--- src/rtl/qpsk_pkg.sv ---
// Shared constants and types for the QPSK phase generator.
// Gray-coded symbol offsets and FSM state encoding.
package qpsk_pkg;

    localparam int LUT_ADDR_W = 8;

    localparam logic [LUT_ADDR_W-1:0] OFF_00 = 8'd32;
    localparam logic [LUT_ADDR_W-1:0] OFF_01 = 8'd96;
    localparam logic [LUT_ADDR_W-1:0] OFF_11 = 8'd160;
    localparam logic [LUT_ADDR_W-1:0] OFF_10 = 8'd224;

    typedef enum logic {
        IDLE = 1'b0,
        RUN  = 1'b1
    } state_t;

    function automatic logic [LUT_ADDR_W-1:0] gray_off(
        input logic [1:0] d
    );
        logic [LUT_ADDR_W-1:0] off;
        unique case (d)
            2'b00:   off = OFF_00;
            2'b01:   off = OFF_01;
            2'b11:   off = OFF_11;
            default: off = OFF_10;
        endcase
        return off;
    endfunction

endpackage

--- src/rtl/qpsk_bit_pair.sv ---
// Serial bit intake: pairs bits into a dibit held until consumed.
// First bit of a pair is the MSB; intake stalls while a dibit waits.
module qpsk_bit_pair
    import qpsk_pkg::*;
(
    input  logic       clk,
    input  logic       reset_n,
    input  logic       enable_i,
    input  logic       bit_i,
    input  logic       valid_i,
    output logic       ready_o,
    input  logic       take_i,
    output logic [1:0] dibit_o,
    output logic       dibit_valid_o
);

    logic       half_q, half_d;
    logic       half_vld_q, half_vld_d;
    logic [1:0] next_q, next_d;
    logic       next_vld_q, next_vld_d;

    assign ready_o       = reset_n & enable_i & ~next_vld_q;
    assign dibit_o       = next_q;
    assign dibit_valid_o = next_vld_q;

    // Holding registers with asynchronous reset.
    always_ff @(posedge clk or negedge reset_n) begin
        if (!reset_n) begin
            half_q     <= 1'b0;
            half_vld_q <= 1'b0;
            next_q     <= 2'b00;
            next_vld_q <= 1'b0;
        end else begin
            half_q     <= half_d;
            half_vld_q <= half_vld_d;
            next_q     <= next_d;
            next_vld_q <= next_vld_d;
        end
    end

    // Accept bits, complete dibits, release a dibit when the FSM takes it.
    always_comb begin
        half_d     = half_q;
        half_vld_d = half_vld_q;
        next_d     = next_q;
        next_vld_d = next_vld_q;
        if (!enable_i) begin
            half_d     = 1'b0;
            half_vld_d = 1'b0;
            next_d     = 2'b00;
            next_vld_d = 1'b0;
        end else begin
            if (take_i) begin
                next_vld_d = 1'b0;
            end
            if (valid_i && ready_o) begin
                if (half_vld_q) begin
                    next_d     = {half_q, bit_i};
                    next_vld_d = 1'b1;
                    half_vld_d = 1'b0;
                end else begin
                    half_d     = bit_i;
                    half_vld_d = 1'b1;
                end
            end
        end
    end

endmodule

--- src/rtl/qpsk_phase_gen.sv ---
// NCO phase accumulator plus symbol FSM producing the sine LUT address.
// Address = carrier phase (top accumulator bits) + Gray symbol offset.
module qpsk_phase_gen
    import qpsk_pkg::*;
#(
    parameter int ACC_W = 24,
    parameter int SPS   = 64
) (
    input  logic                  clk,
    input  logic                  reset_n,
    input  logic                  enable,
    input  logic [ACC_W-1:0]      fcw,
    input  logic                  bit_in,
    input  logic                  bit_valid,
    output logic                  bit_ready,
    output logic [LUT_ADDR_W-1:0] lut_addr,
    output logic                  addr_valid,
    output logic                  sym_strobe,
    output logic                  underrun
);

    localparam int CNT_W = $clog2(SPS);
    localparam logic [CNT_W-1:0] CNT_LAST = CNT_W'(SPS - 1);

    state_t                  state_q, state_d;
    logic [ACC_W-1:0]        acc_q, acc_d;
    logic [CNT_W-1:0]        cnt_q, cnt_d;
    logic [LUT_ADDR_W-1:0]   off_q, off_d;
    logic [LUT_ADDR_W-1:0]   addr_q, addr_d;
    logic                    av_q, av_d;
    logic                    stb_q, stb_d;
    logic                    und_q, und_d;

    logic       load;
    logic       last;
    logic [1:0] dibit;
    logic       dibit_vld;

    qpsk_bit_pair u_pair (
        .clk           (clk),
        .reset_n       (reset_n),
        .enable_i      (enable),
        .bit_i         (bit_in),
        .valid_i       (bit_valid),
        .ready_o       (bit_ready),
        .take_i        (load),
        .dibit_o       (dibit),
        .dibit_valid_o (dibit_vld)
    );

    assign last       = (cnt_q == CNT_LAST);
    assign lut_addr   = addr_q;
    assign addr_valid = av_q;
    assign sym_strobe = stb_q;
    assign underrun   = und_q;

    // State, accumulator and registered outputs.
    always_ff @(posedge clk or negedge reset_n) begin
        if (!reset_n) begin
            state_q <= IDLE;
            acc_q   <= '0;
            cnt_q   <= '0;
            off_q   <= '0;
            addr_q  <= '0;
            av_q    <= 1'b0;
            stb_q   <= 1'b0;
            und_q   <= 1'b0;
        end else begin
            state_q <= state_d;
            acc_q   <= acc_d;
            cnt_q   <= cnt_d;
            off_q   <= off_d;
            addr_q  <= addr_d;
            av_q    <= av_d;
            stb_q   <= stb_d;
            und_q   <= und_d;
        end
    end

    // Next state: start on a queued dibit, chain or stop at symbol end.
    always_comb begin
        state_d = state_q;
        load    = 1'b0;
        if (!enable) begin
            state_d = IDLE;
        end else begin
            unique case (state_q)
                IDLE: begin
                    if (dibit_vld) begin
                        state_d = RUN;
                        load    = 1'b1;
                    end
                end
                RUN: begin
                    if (last) begin
                        if (dibit_vld) begin
                            load = 1'b1;
                        end else begin
                            state_d = IDLE;
                        end
                    end
                end
                default: state_d = IDLE;
            endcase
        end
    end

    // Datapath and outputs: phase sum, symbol counter, strobes.
    always_comb begin
        acc_d  = '0;
        cnt_d  = '0;
        off_d  = '0;
        addr_d = '0;
        av_d   = 1'b0;
        stb_d  = 1'b0;
        und_d  = 1'b0;
        if (enable) begin
            acc_d = acc_q + fcw;
            cnt_d = cnt_q;
            off_d = off_q;
            stb_d = load;
            if (state_q == RUN) begin
                addr_d = acc_q[ACC_W-1 -: LUT_ADDR_W] + off_q;
                av_d   = 1'b1;
                cnt_d  = cnt_q + CNT_W'(1);
                und_d  = last & ~dibit_vld;
            end
            if (load) begin
                off_d = gray_off(dibit);
                cnt_d = '0;
            end
        end
    end

endmodule

--- config.mk ---
export PLATFORM = sky130hd
export DESIGN_NAME = qpsk_phase_gen
export DESIGN_NICKNAME = d
export VERILOG_FILES = /design/src/rtl/qpsk_pkg.sv /design/src/rtl/qpsk_bit_pair.sv /design/src/rtl/qpsk_phase_gen.sv
export SDC_FILE = /design/constraint.sdc
export NUM_CORES = 1
export LEC_CHECK = 0
export BUFFER_PORTS_ARGS = -buffer_cell sky130_fd_sc_hd__buf_2
export CAP_MARGIN = 25
export CORE_UTILIZATION = 50
export CTS_CLUSTER_SIZE = 24
export DETAILED_ROUTE_END_ITERATION = 8
export GPL_TIMING_DRIVEN = 0
export PLACE_DENSITY = 0.75
export SETUP_SLACK_MARGIN = 0.4
export SLEW_MARGIN = 20
export SYNTH_ARGS = -nofsm -noshare
export SYNTH_HDL_FRONTEND = slang
export SYNTH_HIERARCHICAL = 1
export SYNTH_SLANG_ARGS = --single-unit
--- constraint.sdc ---
create_clock -name clk -period 2.7 [get_ports clk]
set_input_delay 0.135 -clock clk [delete_from_list [all_inputs] [get_ports clk]]
set_output_delay 0.135 -clock clk [all_outputs]
set_load 0.05 [all_outputs]
==> out/results.txt, run 1 <==
Outcome -> finished, final reports clean
Static Leak -> 1.84 nW
Final max-slew violation count -> 0
Crit path max fanout -> 6
Synth unique cells -> 50
Die H -> 81.1 um
Critical path startpoint category -> register
WHS Path Cells -> 3
Post-DRT Antenna Nets -> 0
WL/cell -> 14.9 um
Main flop type after synthesis -> dfrtp_1
Final setup fails -> 0
CTS root buf -> clkbuf_8
Post-route DRC -> 0
Area after DPL -> 0.00343 mm^2
Final HPWL DP -> 5020 um
R2R cell count -> 7
Worst-Skew Late Latency -> 320 ps
Post-Syn Instances -> 334
Vias in the first global route -> 2472
Pwr per Cell Area -> 892 mW/mm^2
GRT Total Usage -> 0.225
Setup TNS Final -> 0 ps
Clock Tree Buf Depth -> 2
CP arrival -> 2490 ps
Mean Syn Cell Area -> 9.37 um^2
Filler cells -> 497
Endpoints failing hold -> 0
Routed vias -> 2601
RePlAce Congestion -> 0.907
Seq cells post-synth -> 50
Post-synth EDFFs -> 0
Core Area -> 0.00599 mm^2
Die area -> 0.00658 mm^2
Clk pin slew, worst setup/hold paths -> 100 ps
P&R area growth vs syn -> 16.4%
Final nets -> 443
Pwr Total -> 3.25 mW
Commonest non-fill, non-tap cells in the layout -> 50 x dfrtp_1, 39 x buf_2, 32 x nor2_1
Yosys warning count -> 6
Cell Rows -> 28
Critical path class -> reg2reg
Total Routed Length -> 6860 um
Die Wd -> 81.1 um
Layout cells sized above 1 -> 0.207
# diodes -> 0
Period Utilization, post-route -> 0.825
RSZ-0062 raised after global routing -> yes
Most common cell after layout, fill and taps aside -> dfrtp_1
Slew HR -> 0.571
I/O pin count -> 41
Peak VDD IR -> 461 uV
Vias per cell -> 5.64
Max Freq -> 449 MHz
Pin count of the biggest net entering global routing -> 52
Num CTS Buffers -> 5
Initial antenna violation count -> 0
Skew final -> 11.9 ps
First-pass GRT wire length -> 11300 um
Worst-Margin Slew -> 643 ps
DR iter-0 viols -> 148
Seq/Total Area, Yosys -> 0.400
Mapped Area -> 0.00313 mm^2
PortBufs -> 40
Tightest Hold Check Type -> in2reg
Clock Sinks -> 50
Final instance area -> 0.00364 mm^2
Worst hold slack -> 91.2 ps
Post-synth net total -> 392
Required @ worst endpoint -> 2960 ps
Async set-or-reset flop fraction in the synthesized netlist -> 1.00
Initial Utilization -> 0.523
CTS HTree Levels -> 2
Drt pass-1 iters -> 4
Crit. End Element -> register
Max-Cap Viols -> 0
FF-to-FF setup slack -> 470 ps
TritonCTS clock tree -> done
Total grt overflow -> 0
Minimum clock period -> 2230 ps
## path summary, 6_finish.rpt
path / end / start
max: acc_q[19]$_DFF_PN0_ / acc_q[12]$_DFF_PN0_
min: u_pair/half_q$_DFFE_PN0P_ / bit_in
max reg2reg: acc_q[19]$_DFF_PN0_ / acc_q[12]$_DFF_PN0_
min reg2reg: u_pair/dibit_o[1]$_DFFE_PN0P_ / u_pair/half_q$_DFFE_PN0P_
max in group asynchronous: sym_strobe$_DFF_PN0_ / reset_n
min in group asynchronous: acc_q[9]$_DFF_PN0_ / reset_n
## final cells by class
| cell class | count | area, um^2 | area share |
|---|---|---|---|
| plain buffers | 7 | 33.8 | 0.00927 |
| clock buffers | 5 | 68.8 | 0.0189 |
| clock inverters | 3 | 47.5 | 0.0130 |
| inverters | 13 | 48.8 | 0.0134 |
| multi-input cells | 264 | 1870 | 0.512 |
| flip-flops and latches | 50 | 1250 | 0.343 |
| well taps | 75 | 93.8 | 0.0257 |
| repair buffers | 44 | 235 | 0.0645 |
## layer usage
metal / vias up / GRT usage / routed length [um]
met1: 1256 / 0.310 / 3400
li1: 1292 / - / -
met5: - / 0 / 0
met4: 0 / 0.0679 / 74
met2: 47 / 0.358 / 3160
met3: 6 / 0.0404 / 232
## Yosys cell counts, types with 5 or more instances
cell / instances / area [um^2]
nor2_1: 33 / 124
ha_1: 27 / 338
a21o_1: 12 / 90.1
xor2_1: 11 / 96.3
xnor2_1: 7 / 61.3
nand2b_1: 6 / 37.5
dfrtp_1: 50 / 1250
o21ai_0: 19 / 95.1
nor3_1: 5 / 25.0
inv_1: 13 / 48.8
nand3_1: 9 / 45.0
clkbuf_1: 6 / 22.5
nand2_1: 30 / 113
and3_1: 10 / 62.6
mux2i_1: 11 / 110
a21oi_1: 31 / 155
## registers in the layout, summed over array words and instances (netlist names), 2 cells and up
| name | count |
|---|---|
| lut_addr | 8 |
| cnt_q | 6 |
| acc_q | 24 |
| off_q | 3 |
| u_pair/dibit_o | 2 |
## stage by stage
stage                     std cells  worst slack, ps  utilization
after CTS                       459              420        0.599
after global placement          449              217        0.572
after floorplan                 334              519            -
after global routing            461              377        0.608
final                           461              472        0.608
after detailed placement        449              211        0.572
## kinds of logic after synthesis
group	count (synthesis)	synth area share
AOI/OAI and AO/OA	91	0.182
xor gates and xnor gates	18	0.0504
buffers and inverters	20	0.0264
adders and majority gates	29	0.121
muxes	11	0.0352
and+or+nand+nor	115	0.185
DFF	50	0.400
## where the power goes
part	internal (mW)	switching (mW)	total, mW
clock	0.281	0.275	0.556
sequential	0.903	0.0723	0.975
combinational	0.738	0.984	1.72
## what timing repair did
action,CTS,global route
endpoints found under the hold margin,50,0
resized for setup,7,11
hold buffers,1,0
endpoints found under the setup margin,5,6
setup buffers,1,2
pin swaps,4,3
## worst max-delay path, cell delays in order, from the launching register on
cell	delay, ps
dfrtp_1	370
ha_1	360
and4_4	230
and3_4	170
a21o_1	160
or2_4	250
or4_1	540
nand3_2	100
No activity file was read; power rests on OpenSTA's default activity.
==> inputs of run 2 (changes only) <==
- clock period: 2.7 -> 2.23 ns (I/O delays scaled with it)
==> run 2 against run 1 <==
Net effect: the run now ends with hold timing, setup timing left; total power rose by 52%; global-route usage rose by 1.8 points; via count rose by 8.4%; clock power rose by 26%; worst hold slack got worse by 290 ps; first-iteration DRC count rose by 64%; critical path type unchanged; critical endpoint is now acc_q[22]$_DFF_PN0_.
==> out/results.txt, run 2 (synthesis results as in run 1) <==
# diodes -> 0 (unchanged)
Required @ worst endpoint -> 2470 ps (was 2960 ps)
Max-Cap Viols -> 0 (unchanged)
R2R cell count -> 8 (was 7)
Die Wd -> 81.1 um (unchanged)
Final setup fails -> 1 (was 0)
Max reg flops -> 24 (unchanged)
CP arrival -> 2470 ps (was 2490 ps)
Skew final -> 5.04 ps (was 11.9 ps)
FF-to-FF setup slack -> -3 ps (was 470 ps)
I/O pin count -> 41 (unchanged)
Period Utilization, post-route -> 1.00 (was 0.825)
Biggest register -> acc_q (unchanged)
Pwr per Cell Area -> 1180 mW/mm^2 (was 892 mW/mm^2)
Die H -> 81.1 um (unchanged)
Endpoints failing hold -> 50 (was 0)
Total Routed Length -> 8550 um (was 6860 um)
Cell Rows -> 28 (unchanged)
Final max-slew violation count -> 0 (unchanged)
Register area -> 0.00125 mm^2 (unchanged)
DR iter-0 viols -> 242 (was 148)
Vias per cell -> 5.95 (was 5.64)
Filler cells -> 432 (was 497)
P&R area growth vs syn -> 33.8% (was 16.4%)
Num CTS Buffers -> 5 (unchanged)
TritonCTS clock tree -> done (unchanged)
Clock Sinks -> 50 (unchanged)
Slew HR -> 0.551 (was 0.571)
RePlAce Congestion -> 0.885 (was 0.907)
Initial Utilization -> 0.523 (unchanged)
Critical path startpoint category -> register (unchanged)
First-pass GRT wire length -> 12100 um (was 11300 um)
Place WS -> -39.9 ps (was 211 ps)
Peak VDD IR -> 601 uV (was 461 uV)
Pin count of the biggest net entering global routing -> 52 (unchanged)
Core Area -> 0.00599 mm^2 (unchanged)
Clock Tree Buf Depth -> 2 (unchanged)
Worst-Skew Late Latency -> 320 ps (about the same)
Crit path max fanout -> 2 (was 6)
Max Freq -> 448 MHz (was 449 MHz)
Minimum clock period -> 2230 ps (about the same)
Vias in the first global route -> 2579 (was 2472)
PortBufs -> 40 (unchanged)
Setup TNS Final -> -3.40 ps (was 0 ps)
Total grt overflow -> 0 (unchanged)
Routed vias -> 2820 (was 2601)
RSZ-0062 raised after global routing -> yes (unchanged)
Post-route DRC -> 0 (unchanged)
Failing checks -> hold timing, setup timing
Worst r2r dst -> acc_q[22]$_DFF_PN0_ (was acc_q[19]$_DFF_PN0_)
Most common cell after layout, fill and taps aside -> dfrtp_1 (unchanged)
Crit. End Element -> register (unchanged)
Worst hold slack -> -197 ps (was 91.2 ps)
Die area -> 0.00658 mm^2 (unchanged)
Tightest Hold Check Type -> in2async (was in2reg)
Worst-Margin Slew -> 674 ps (was 643 ps)
Critical path class -> reg2reg (unchanged)
Commonest non-fill, non-tap cells in the layout -> 50 x dfrtp_1, 39 x buf_2, 30 x nor2_1 (was 50 x dfrtp_1, 39 x buf_2, 32 x nor2_1)
Post-DRT Antenna Nets -> 0 (unchanged)
CTS HTree Levels -> 2 (unchanged)
Initial antenna violation count -> 0 (unchanged)
CTS root buf -> clkbuf_8 (unchanged)
Final nets -> 456 (was 443)
RR Startpoint -> acc_q[0]$_DFF_PN0_ (was acc_q[12]$_DFF_PN0_)
Post-layout util -> 0.699 (was 0.608)
Area of the multi-input gates -> 0.00229 mm^2 (was 0.00187 mm^2)
Static Leak -> 1.97 nW (was 1.84 nW)
Area after DPL -> 0.00346 mm^2 (was 0.00343 mm^2)
Layout cells sized above 1 -> 0.371 (was 0.207)
Final instance area -> 0.00419 mm^2 (was 0.00364 mm^2)
Clk pin slew, worst setup/hold paths -> 100 ps (about the same)
Final HPWL DP -> 5080 um (was 5020 um)
Outcome -> finished with violations (was finished, final reports clean)
Final WS setup -> -3.40 ps (was 472 ps)
GRT Total Usage -> 0.243 (was 0.225)
WL/cell -> 18.0 um (was 14.9 um)
Post-route insts no fill -> 474 (was 461)
Drt pass-1 iters -> 4 (unchanged)
Dpl cells -> 449 (unchanged)
Pwr Total -> 4.93 mW (was 3.25 mW)
==> run 2: cell types whose count changed in the layout (fill, tap and decap cells not counted), moves of 4 or more <==
cell     delta
nand3_1     -5
a21oi_2     +7
o21ai_0    -10
nor3_1      -4
o21ai_2     +5
o21ai_1     +4
ha_1       -12
buf_4      +12
nand3_2     +4
a21oi_1    -10
ha_4       +14
==> run 2: worst max path at each step <==
| stage | endpoint | startpoint | cells past startpoint |
|---|---|---|---|
| CTS | acc_q[22]$_DFF_PN0_ | acc_q[0]$_DFF_PN0_ | 8 |
| floorplan | acc_q[22]$_DFF_PN0_ | acc_q[0]$_DFF_PN0_ | 8 |
| detailed placement | acc_q[22]$_DFF_PN0_ | acc_q[0]$_DFF_PN0_ | 8 |
| finish | acc_q[22]$_DFF_PN0_ | acc_q[0]$_DFF_PN0_ | 8 |
| global route | acc_q[22]$_DFF_PN0_ | acc_q[0]$_DFF_PN0_ | 8 |
| global placement | acc_q[22]$_DFF_PN0_ | acc_q[0]$_DFF_PN0_ | 8 |
==> run 2: area by class of cell <==
type,count,area share
Multi-Input combinational cell,264,0.548
Sequential cell,50,0.299
Timing Repair Buffer,57,0.0806
Tap cell,75,0.0224
Clock buffer,6,0.0197
Inverter,13,0.0116
Buffer,7,0.00986
Clock inverter,2,0.00926
==> run 2: worst max-delay path, cell delays in order (launching register included) <==
cell and delay, ps:
dfrtp_1 380, ha_2 180, fa_2 340, a21o_1 220
a211o_1 340, a211oi_2 210, o21ai_2 100, o22ai_2 140
mux2i_1 240
==> run 2: per-layer routing <==
layer  wire length [um]  GRT usage  part of all wire
met2               4210      0.387              0.49
met5                  0          0                 0
met4                300     0.0964             0.035
met3                559     0.0371             0.065
met1               3480      0.329              0.41
==> run 2: where the power goes <==
| group | internal [mW] | switching [mW] |
|---|---|---|
| registers | 1.10 | 0.137 |
| clock network | 0.369 | 0.330 |
| logic | 1.40 | 1.60 |
==> run 2: what timing repair did <==
action	CTS	global route
resized for setup	40	59
endpoints found under the hold margin	50	50
setup endpoints to repair	16	19
gates cloned	0	0
pin swaps	13	29
setup buffers	4	13
==> inputs of run 3 (changes only) <==
- CAP_MARGIN: 25 -> 40
- TNS_END_PERCENT: default -> 10
==> run 3 against run 2 <==
Net effect: the flow finishes with violations (hold timing); via count decreased by 9.0%; sequential power down 3%; worst hold slack worse by 2.7 ps; utilization fell by 8.5 points; global-route usage decreased by 1.7 points; final area decreased by 12%; critical endpoint is now acc_q[20]$_DFF_PN0_; sequential share of layout area rose by 4.2 points; die area unchanged; register-to-register slack barely moved; sequential cell count unchanged; final cell count is 2.7% lower; critical path type unchanged.
==> out/results.txt, run 3 (synthesis results as in run 1) <==
Outcome -> finished with violations (unchanged)
Failing checks -> hold timing (was hold timing, setup timing)
PortBufs -> 40 (unchanged)
Max Freq -> 449 MHz (was 448 MHz)
Num CTS Buffers -> 5 (unchanged)
First-pass GRT wire length -> 11200 um (was 12100 um)
CP arrival -> 2410 ps (was 2470 ps)
Cell Chain, Critical Path -> ha_2 -> fa_2 -> a21o_1 -> a211oi_2 -> nor2_2 -> a31oi_4 -> o21ai_0 -> mux2i_1 (was ha_2 -> fa_2 -> a21o_1 -> a211o_1 -> a211oi_2 -> o21ai_2 -> o22ai_2 -> mux2i_1)
Worst hold slack -> -199 ps (was -197 ps)
CTS root buf -> clkbuf_8 (unchanged)
Switching pwr -> 1.61 mW (was 2.07 mW)
RR Startpoint -> acc_q[0]$_DFF_PN0_ (unchanged)
GRT Total Usage -> 0.226 (was 0.243)
Vias per cell -> 5.57 (was 5.95)
Total Routed Length -> 6770 um (was 8550 um)
Filler cells -> 536 (was 432)
Drt pass-1 iters -> 4 (unchanged)
Worst-Skew Late Latency -> 310 ps (was 320 ps)
Crit path max fanout -> 3 (was 2)
Initial Utilization -> 0.523 (unchanged)
Clock Tree Buf Depth -> 2 (unchanged)
Clk pin slew, worst setup/hold paths -> 90 ps (was 100 ps)
Clk pwr share -> 0.173 (was 0.142)
Die Wd -> 81.1 um (unchanged)
Power share of the sequential group -> 0.297 (was 0.250)
Skew final -> 4.96 ps (was 5.04 ps)
Tightest Hold Check Type -> in2async (unchanged)
Required @ worst endpoint -> 2410 ps (was 2470 ps)
Peak VDD IR -> 516 uV (was 601 uV)
Power share of the combinational group -> 0.529 (was 0.608)
Pwr per Cell Area -> 1090 mW/mm^2 (was 1180 mW/mm^2)
Critical path startpoint category -> register (unchanged)
I/O pin count -> 41 (unchanged)
Die H -> 81.1 um (unchanged)
Most common cell after layout, fill and taps aside -> dfrtp_1 (unchanged)
Post-route DRC -> 0 (unchanged)
Pin count of the biggest net entering global routing -> 52 (unchanged)
Total grt overflow -> 0 (unchanged)
Core Area -> 0.00599 mm^2 (unchanged)
Biggest register -> acc_q (unchanged)
Initial antenna violation count -> 0 (unchanged)
Worst Setup EP -> acc_q[20]$_DFF_PN0_ (was acc_q[22]$_DFF_PN0_)
DR iter-0 viols -> 103 (was 242)
Crit. End Element -> register (unchanged)
Commonest non-fill, non-tap cells in the layout -> 50 x dfrtp_1, 39 x buf_2, 32 x nor2_1 (was 50 x dfrtp_1, 39 x buf_2, 30 x nor2_1)
Final HPWL DP -> 4970 um (was 5080 um)
Pwr Total -> 3.99 mW (was 4.93 mW)
Routed vias -> 2567 (was 2820)
Cell Rows -> 28 (unchanged)
CTS HTree Levels -> 2 (unchanged)
Final max-slew violation count -> 0 (unchanged)
Final nets -> 443 (was 456)
Max-Cap Viols -> 0 (unchanged)
Final setup fails -> 0 (was 1)
Crit. Startpoint -> acc_q[0]$_DFF_PN0_ (unchanged)
Worst r2r dst -> acc_q[20]$_DFF_PN0_ (was acc_q[22]$_DFF_PN0_)
Die area -> 0.00658 mm^2 (unchanged)
Clock Sinks -> 50 (unchanged)
RSZ-0062 raised after global routing -> yes (unchanged)
R2R cell count -> 8 (unchanged)
Layout cells sized above 1 -> 0.220 (was 0.371)
Vias in the first global route -> 2404 (was 2579)
P&R area growth vs syn -> 17.5% (was 33.8%)
Period Utilization, post-route -> 0.999 (was 1.00)
FF-to-FF setup slack -> 2 ps (was -3 ps)
Dpl cells -> 449 (unchanged)
Critical path class -> reg2reg (unchanged)
Minimum clock period -> 2230 ps (about the same)
Post-DRT Antenna Nets -> 0 (unchanged)
Net switching fraction of the power -> 0.404 (was 0.419)
RePlAce Congestion -> 0.901 (was 0.885)
Static Leak -> 1.85 nW (was 1.97 nW)
Internal power -> 2.38 mW (was 2.86 mW)
Endpoints failing hold -> 50 (unchanged)
Slowest cell on the critical path -> fa_2 (was dfrtp_1)
WL/cell -> 14.7 um (was 18.0 um)
Max reg flops -> 24 (unchanged)
# diodes -> 0 (unchanged)
Critical path's largest stage delay -> 390 ps (was 380 ps)
Post-route insts no fill -> 461 (was 474)
TritonCTS clock tree -> done (unchanged)
Slew HR -> 0.570 (was 0.551)
Worst-Margin Slew -> 645 ps (was 674 ps)
run 3: worst min path at each step:
| stage | from | to | slack (ps) | cells past startpoint |
|---|---|---|---|---|
| floorplan | reset_n | acc_q[0]$_DFF_PN0_ | -180 | 0 |
| global placement | reset_n | acc_q[10]$_DFF_PN0_ | 390 | 1 |
| detailed placement | reset_n | acc_q[10]$_DFF_PN0_ | 190 | 1 |
| CTS | reset_n | acc_q[10]$_DFF_PN0_ | -160 | 1 |
| global route | reset_n | acc_q[15]$_DFF_PN0_ | -130 | 1 |
| finish | reset_n | acc_q[9]$_DFF_PN0_ | -200 | 1 |
run 3: critical path, delay by kind of cell (launching register included):
kind                       cells  cell delay (ps)
DFF                            1              370
muxes                          1              160
AOI/OAI and AO/OA              4              890
adders and majority gates      2              570
and+or+nand+nor                1              100
run 3: through the flow:
stage | hold WS [ps] | TNS [ps] | worst slack, ps | area, um^2 | utilization
after global routing | -130 | -350 | -107 | 3680 | 0.614
final | -199 | 0 | 1.76 | 3680 | 0.614
after detailed placement | 187 | -519 | -218 | 3450 | 0.575
after floorplan | -184 | 0 | 153 | 3150 | -
after CTS | -155 | 0 | 10.4 | 3600 | 0.601
after global placement | 390 | -304 | -155 | 3440 | 0.575
run 3: what timing repair did:
| action | 4_1_cts | 5_1_grt |
|---|---|---|
| hold endpoints to repair | 50 | 50 |
| pin swaps | 2 | 9 |
| buffers inserted | 1 | 3 |
| endpoints found under the setup margin | 16 | 18 |
| gates resized for setup | 5 | 17 |
run 3: per-layer routing:
layer | part of all wire | GRT usage | wire [um]
met1 | 0.50 | 0.320 | 3360
met2 | 0.45 | 0.351 | 3060
met3 | 0.040 | 0.0371 | 270
met4 | 0.012 | 0.0732 | 82
met5 | 0 | 0 | 0
run 3: cell type report:
| class | count | area, um^2 | share of cell area |
|---|---|---|---|
| plain buffers | 7 | 35.0 | 0.00953 |
| clock buffers | 6 | 82.6 | 0.0225 |
| clock inverters | 2 | 38.8 | 0.0105 |
| inverters | 13 | 48.8 | 0.0133 |
| multi-input cells | 264 | 1890 | 0.515 |
| flip-flops and latches | 50 | 1250 | 0.340 |
| well taps | 75 | 93.8 | 0.0255 |
| repair buffers | 44 | 233 | 0.0633 |
run 3: power by group through the flow:
stage               clock, mW  sequential (mW)  combinational [mW]
floorplan                   0             1.18                1.52
global placement            0             1.19                1.87
detailed placement          0             1.21                1.90
CTS                     0.705             1.19                1.98
global route            0.738             1.21                2.36
finish                  0.692             1.19                2.11
